**config.mk**
```make
export PLATFORM = sky130hd
export DESIGN_NAME = fib_sequencer
export DESIGN_NICKNAME = d
export VERILOG_FILES = /design/src/rtl/fib_sequencer_pkg.sv /design/src/rtl/fib_sequencer.sv
export SDC_FILE = /design/constraint.sdc
export NUM_CORES = 1
export LEC_CHECK = 0
export CAP_MARGIN = 30
export CORE_MARGIN = 1.5
export CORE_UTILIZATION = 30
export CTS_CLUSTER_DIAMETER = 120
export DETAILED_ROUTE_END_ITERATION = 8
export GPL_ROUTABILITY_DRIVEN = 0
export PLACE_DENSITY = 0.63
export SLEW_MARGIN = 20
export SYNTH_ARGS = -nofsm -noshare
export SYNTH_HDL_FRONTEND = slang
export SYNTH_SLANG_ARGS = --single-unit
```
**constraint.sdc**
```tcl
create_clock -name clk -period 3.6 [get_ports clk]
set_input_delay 0.72 -clock clk [delete_from_list [all_inputs] [get_ports clk]]
set_output_delay 0.72 -clock clk [all_outputs]
set_load 0.03 [all_outputs]
```
**src/rtl/fib_sequencer_pkg.sv**
```systemverilog
// Shared definitions for the recursive Fibonacci sequencer: FSM encoding and
// default parameter values.
package fib_sequencer_pkg;

    localparam int N_W_DEF   = 8;
    localparam int RES_W_DEF = 16;
    localparam int CNT_W_DEF = 20;
    localparam int N_MAX_DEF = 24;

    typedef enum logic [2:0] {
        IDLE,
        DRAIN,
        LOAD,
        EVAL,
        EXPAND,
        FINISH
    } state_t;

endpackage

```
**src/rtl/fib_sequencer.sv**
```systemverilog
// Computes fib(n) by walking the naive recursion tree on an external stack;
// every leaf adds its value to the result, every node bumps the call counter.
module fib_sequencer
    import fib_sequencer_pkg::*;
#(
    parameter int N_W   = N_W_DEF,
    parameter int RES_W = RES_W_DEF,
    parameter int CNT_W = CNT_W_DEF,
    parameter int N_MAX = N_MAX_DEF
) (
    input  logic             clk,
    input  logic             rst_n,
    input  logic             start,
    input  logic [N_W-1:0]   n,
    output logic             busy,
    output logic             done,
    output logic             err,
    output logic [RES_W-1:0] result,
    output logic [CNT_W-1:0] calls,
    output logic             stk_push,
    output logic             stk_pop,
    output logic [N_W-1:0]   stk_din,
    input  logic [N_W-1:0]   stk_dout,
    input  logic             stk_empty
);

    localparam logic [N_W-1:0] N_LIMIT = N_W'(N_MAX);
    localparam logic [N_W-1:0] TWO     = N_W'(2);
    localparam logic [N_W-1:0] ONE     = N_W'(1);

    state_t         state;
    logic [N_W-1:0] n_reg;
    logic [N_W-1:0] x2_reg;
    logic           leaf;

    assign leaf = (stk_dout < TWO);

    // Stack commands depend on the live top-of-stack so a node is consumed in
    // the same cycle it is inspected; they are suppressed while in reset.
    always_comb begin
        stk_push = 1'b0;
        stk_pop  = 1'b0;
        stk_din  = '0;
        if (rst_n) begin
            unique case (state)
                DRAIN: stk_pop = !stk_empty;
                LOAD: begin
                    stk_push = 1'b1;
                    stk_din  = n_reg;
                end
                EVAL: begin
                    if (!stk_empty) begin
                        if (leaf) begin
                            stk_pop = 1'b1;
                        end else begin
                            stk_push = 1'b1;
                            stk_pop  = 1'b1;
                            stk_din  = stk_dout - ONE;
                        end
                    end
                end
                EXPAND: begin
                    stk_push = 1'b1;
                    stk_din  = x2_reg;
                end
                default: ;
            endcase
        end
    end

    // busy and done are registered alongside the state so that busy tracks
    // "not IDLE" and done is high exactly while in FINISH.
    always_ff @(posedge clk) begin
        if (!rst_n) begin
            state  <= IDLE;
            busy   <= 1'b0;
            done   <= 1'b0;
            err    <= 1'b0;
            result <= '0;
            calls  <= '0;
            n_reg  <= '0;
            x2_reg <= '0;
        end else begin
            done <= 1'b0;
            unique case (state)
                IDLE: begin
                    if (start) begin
                        busy   <= 1'b1;
                        result <= '0;
                        calls  <= '0;
                        if (n > N_LIMIT) begin
                            err   <= 1'b1;
                            done  <= 1'b1;
                            state <= FINISH;
                        end else begin
                            err   <= 1'b0;
                            n_reg <= n;
                            state <= DRAIN;
                        end
                    end
                end
                DRAIN: begin
                    if (stk_empty) begin
                        state <= LOAD;
                    end
                end
                LOAD: state <= EVAL;
                EVAL: begin
                    if (stk_empty) begin
                        done  <= 1'b1;
                        state <= FINISH;
                    end else if (leaf) begin
                        result <= result + RES_W'(stk_dout);
                        calls  <= calls + CNT_W'(1);
                    end else begin
                        x2_reg <= stk_dout - TWO;
                        calls  <= calls + CNT_W'(1);
                        state  <= EXPAND;
                    end
                end
                EXPAND: state <= EVAL;
                FINISH: begin
                    busy  <= 1'b0;
                    state <= IDLE;
                end
                default: state <= IDLE;
            endcase
        end
    end

endmodule

```
## After elaboration in Yosys (flattened, before gate mapping)

Index checks and enable logic that the tools add are counted.

| word-level totals | value |
|---|---|
| register bits | 58 |
| bits of input ports | 20 |
| output and inout port bits | 49 |
| logic and storage cells | 69 |

| cells by class | value |
|---|---|
| add/subtract/negate cells | 4 |
| $lt $le $gt $ge | 2 |
| equality and inequality tests | 10 |
| muxes and demuxes | 30 |
| bitwise gates (word level) | 3 |
| reduce and logical (&&, ||, !) cells | 12 |

Operators by type and width:

| operator | count |
|---|---|
| $mux W16 | 3 |
| $mux W20 | 2 |
| $pmux W20 S2 | 1 |
| $pmux W16 S2 | 1 |
| $mux W8 | 3 |
| $pmux W8 S3 | 1 |
| $add A20 B1 Y20 const B | 1 |
| $add A16 B8 Y16 | 1 |
| $mux W3 | 5 |
| $pmux W3 S4 | 1 |
| $reduce_and A3 Y1 | 4 |
| $mux W1 | 9 |
| $gt A8 B5 Y1 const B | 1 |
| $lt A8 B2 Y1 const B | 1 |
| $ne A2 B2 Y1 const B | 4 |
| $pmux W1 S2 | 4 |
| $sub A8 B1 Y8 const B | 1 |
| $sub A8 B2 Y8 const B | 1 |
| $eq A3 B2 Y1 const B | 2 |
| $eq A3 B3 Y1 const B | 2 |
| $reduce_and A2 Y1 | 2 |
| $reduce_and A4 Y1 | 1 |
| $reduce_bool A2 Y1 | 2 |
| $eq A3 B1 Y1 const B | 1 |
| other kinds (5) | 7 |

## Logic depth before layout (Yosys ltp)

Gate-level depths: netlist (run 1).

| depth | value |
|---|---|
| word-level depth | 5 |
| depth in mapped cells | 7 |
| depth with buffers taken out | 7 |

## Worst setup path before layout (run 1)

OpenSTA, ideal clock, no wires.

| timing | value |
|---|---|
| path kind | input-to-output |
| start point | input port stk_dout[4] |
| end point | output port stk_din[0] |
| arrival time | 2.419 ns |
| required time | 2.880 ns |
| slack | 0.461 ns |
| stages on the path | 7 |
| path through | clkbuf_1 > or4_1 > nor2_1 > nor3_1 > clkbuf_1 > a21oi_1 > nor2_1 |

| between the ends | value |
|---|---|
| cells in the longest elaborated chain, start to end | 5 |

Ends and longest elaborated chain:

| element | line | RTL |
|---|---|---|
| from (decl) | fib_sequencer.sv:23 | `input logic [N_W-1:0] stk_dout,` |
| $lt A8 B2 Y1 | fib_sequencer.sv:36 | `assign leaf = (stk_dout < TWO);` |
| $mux W8 | fib_sequencer.sv:53 | `if (leaf) begin` |
| $mux W8 | fib_sequencer.sv:52 | `if (!stk_empty) begin` |
| $pmux W8 S3 | fib_sequencer.sv:45 | `unique case (state)` |
| $mux W8 | fib_sequencer.sv:44 | `if (rst_n) begin` |
| to (decl) | fib_sequencer.sv:22 | `output logic [N_W-1:0] stk_din,` |

Every way passes these cells.

## Final worst setup path (run 1)

| timing | value |
|---|---|
| start point | input port stk_dout[5] |
| end point | output port stk_din[4] |

Same word-level chain as after synthesis.

==> summary.md, run 1 <==
The worst setup slack after placement is -0.0400 ns. Setup repair after global routing left no endpoint under its margin. The worst clock skew is 0.00590 ns. Input and output buffers added on the ports amount to 68. The aggregate global-route resource usage came out at 0.155. The run gives 0 as the count of final setup violators. Type of destination of the critical path: an output pin.

The routed wire length per instance is 14.1 µm. The repair_antennas step left the layout with diodes totalling 0. Final design utilization: 0.406. Subtracting the final worst setup slack from the clock period gives 3.45 ns. Dominant synthesized flop cell: dfxtp_1.

The share of the cycle needed by the critical path after routing was 0.957. The startpoint-to-endpoint class of the critical path was in -> out. The wire-length estimate of the detail-placed layout is 6.35 mm. The tools report the initial core utilization as 0.306. The number of global-route vias before repair came out at 2,996.

The run gives 10,800 µm² as the core region area. The clock reaches the later pin of the worst-skew pair after 0.34 ns. The clock passes through at most 2 buffers.

Yosys attributes the largest share of cell area to dfxtp_1, nor2_1, ha_1, xor2_1, xnor2_1. Dividing the synthesized area by the synthesized cell count gives 8.38 µm². The Yosys step of the flow raised 0 warnings. The number of failing hold endpoints at the final stage is 0. For the number of design rule violations left after detail routing, the log shows 0. The synthesized design spends more area on one cell type than any other, namely dfxtp_1. Summed over all cells, the static leakage comes to 1.74 nW. The number of different library cells used by synthesis comes to 58. The number of setup buffers added after CTS is 0. The layout overhead on the synthesized area is 32.6%. The largest registers in the layout are calls: 20 flops, result: 16 flops. The number of maximum-capacitance constraint violations came out at 0. In this run the power density over the cells is 366 nW/µm². The critical path data required time is 2.88 ns, and the chip height is 108 µm.

After clock tree synthesis, the clock-pin slew on the worst setup and hold paths is 0.07 ns. The floorplan step defined a die boundary enclosing 11,600 µm². In this run the core area contains 38 standard-cell rows. Based on the critical path, the design can be clocked at up to 290 MHz. The setup slack after layout is 0.154 ns, and the number of placed I/O pins is 69. The arrival time of the worst setup path was 2.73 ns.

The tools report the maximum number of pins on one net before global-route repair as 25. The first-pass GRT wire length came out at 14.2 mm. For the worst flop-to-flop path, the logic depth is 5. The number of enable flip-flop cells after synthesis is 0, and the critical-path maximum fanout is 22.

The number of flip-flops and latches in the synthesized netlist is 58. TritonCTS built the clock tree. Leaving out fill and tap cells, the most frequent cells in the layout are dfxtp_1, clkdlybuf4s50_1, nor2_1. Setup slack on the worst reg-to-reg path comes out at 0.98 ns.

The pre-antenna-repair detailed-routing pass consisted of 4 iterations. The top cell type's share of synthesized area is 0.352. The final cell count without fillers is 613, and the share of final-layout standard cells stronger than drive strength 1 is 0.114. The number of instances in the placed design was 596. At the end of the flow, the number of nets in the layout was 501. The worst hold path passes through 2 cells. The worst setup path is launched from an input port. The vias per cell is 5.11. For the pin with the worst max-slew slack, the measured transition is 0.775 ns. Max-slew violation count: 0.

The run finished with clean final reports. The worst-case headroom to the max-slew limit is 0.482. The tools report the CTS buffer count as 9. calls holds more flip-flops than any other register.

For this run the aggregate overflow at the end of global routing stands at 0. In this run the worst hold path is classified as reg -> reg. The run gives 0 as the number of antenna violations at the first check in global routing. The first routing iteration left 158 violations.

IR analysis of the VDD net gives a maximum drop of 0.000165 V. After technology mapping, the gate count stands at 394. The die width works out to 108 µm. The antenna violation net count after detailed routing came out at 0.

The number of flip-flops under the largest register name came out at 20. The root buffer cell chosen for the clock tree is clkbuf_8. The H-tree was split into 3 levels.

The detailed router placed 3,131 vias in this run. The combined area of all synthesized cells came out at 3300 µm². Synthesis produced a netlist with a net count of 427.

The sum of negative setup slack came out at 0 ns. The clock sink count is 58. The share of the yosys chip area belonging to registers came out at 0.352. The share of async-settable or async-resettable flops after synthesis came out at 0. The total wire length was 8.63 mm.
[cells by family after synthesis]
kind of cell,after synthesis,share of synthesized area
DFF,58,0.352
AOI/OAI and AO/OA,87,0.192
muxes,7,0.0212
adders and majority gates,13,0.0515
buffers and inverters,32,0.0390
xor gates and xnor gates,30,0.0795
and+or+nand+nor,167,0.265
[Yosys cell counts, types with 2 or more instances]
| cell | n |
|---|---|
| or4_1 | 5 |
| a22oi_1 | 8 |
| nand4_1 | 11 |
| xnor2_1 | 14 |
| o211a_1 | 8 |
| or3_1 | 4 |
| buf_1 | 3 |
| clkbuf_1 | 18 |
| a21oi_1 | 22 |
| nand2b_1 | 6 |
| a21o_1 | 5 |
| o21a_1 | 3 |
| and2_1 | 6 |
| nand3b_1 | 2 |
| o211ai_1 | 3 |
| o311ai_0 | 2 |
| nor2b_1 | 11 |
| nor3_1 | 4 |
| nor3b_1 | 2 |
| and4_1 | 2 |
| o41ai_1 | 2 |
| xor2_1 | 16 |
| and3_1 | 10 |
| mux2i_1 | 7 |
| nor2_1 | 42 |
| inv_1 | 9 |
| a21boi_0 | 7 |
| o31ai_1 | 5 |
| o21ai_0 | 9 |
| nor4_1 | 2 |
| dfxtp_1 | 58 |
| nand2_1 | 32 |
| nand3_1 | 19 |
| nor4bb_1 | 2 |
| ha_1 | 12 |
[power breakdown]
group          switching [W]  leakage [nW]  internal (W)
sequential         0.0000493         0.469      0.000664
clock               0.000269        0.0944      0.000304
combinational       0.000187          1.18      0.000130
total               0.000505          1.74       0.00110
[worst max-delay path, stage by stage]
cell	delay, ns
clkdlybuf4s50_1	0.45
or4_1	0.60
nor2_1	0.23
nor3_2	0.09
buf_4	0.22
a21oi_1	0.18
nor2_1	0.06
buf_4	0.16
[per-stage QoR]
| step | power (W) | hold WS, ns | instance area (µm²) |
|---|---|---|---|
| 6_report | 0.00160 | 0.485 | 4380 |
| 5_1_grt | 0.00169 | 0.501 | 4380 |
| 4_1_cts | 0.00162 | 0.487 | 4360 |
| 3_5_place_dp | 0.00104 | 0.476 | 4170 |
| 3_3_place_gp | 0.00104 | 0.467 | 4170 |
| 2_1_floorplan | 0.000924 | 0.453 | 3300 |
[timing repair]
action,4_1_cts,5_1_grt
endpoints found under the hold margin,0,0
pin swaps,0,0
resized for setup,1,2
setup endpoints to repair,1,1
hold buffers,0,0
[path summary, 6_finish.rpt]
| path | start | end |
|---|---|---|
| max | stk_dout[5] | stk_din[4] |
| min | result[15] | result[15] |
| max reg2reg | state[0] | result[14] |
| min reg2reg | result[15] | result[15] |
[final cells by class]
cell class / instances / area [µm²]
repair buffers: 86 / 790
clock buffers: 12 / 165
multi-input cells: 304 / 2030
fillers: 1111 / 6410
well taps: 140 / 175
clock inverters: 4 / 25.0
inverters: 9 / 33.8
flip-flops and latches: 58 / 1160
[per-layer routing]
| layer | vias up | wire (µm) | GRT usage |
|---|---|---|---|
| li1 | 1564 | - | - |
| met1 | 1484 | 4210 | 0.199 |
| met2 | 73 | 3980 | 0.258 |
| met3 | 10 | 348 | 0.0368 |
| met4 | 0 | 99 | 0.0470 |
| met5 | - | 0 | 0 |
No activity file was read; power rests on OpenSTA's default activity.
==> inputs of run 2 (changes only) <==
- GPL_TIMING_DRIVEN: not set -> 1
==> results of run 2 <==
The final DEF is identical to that of run 1; final timing and power are the same.
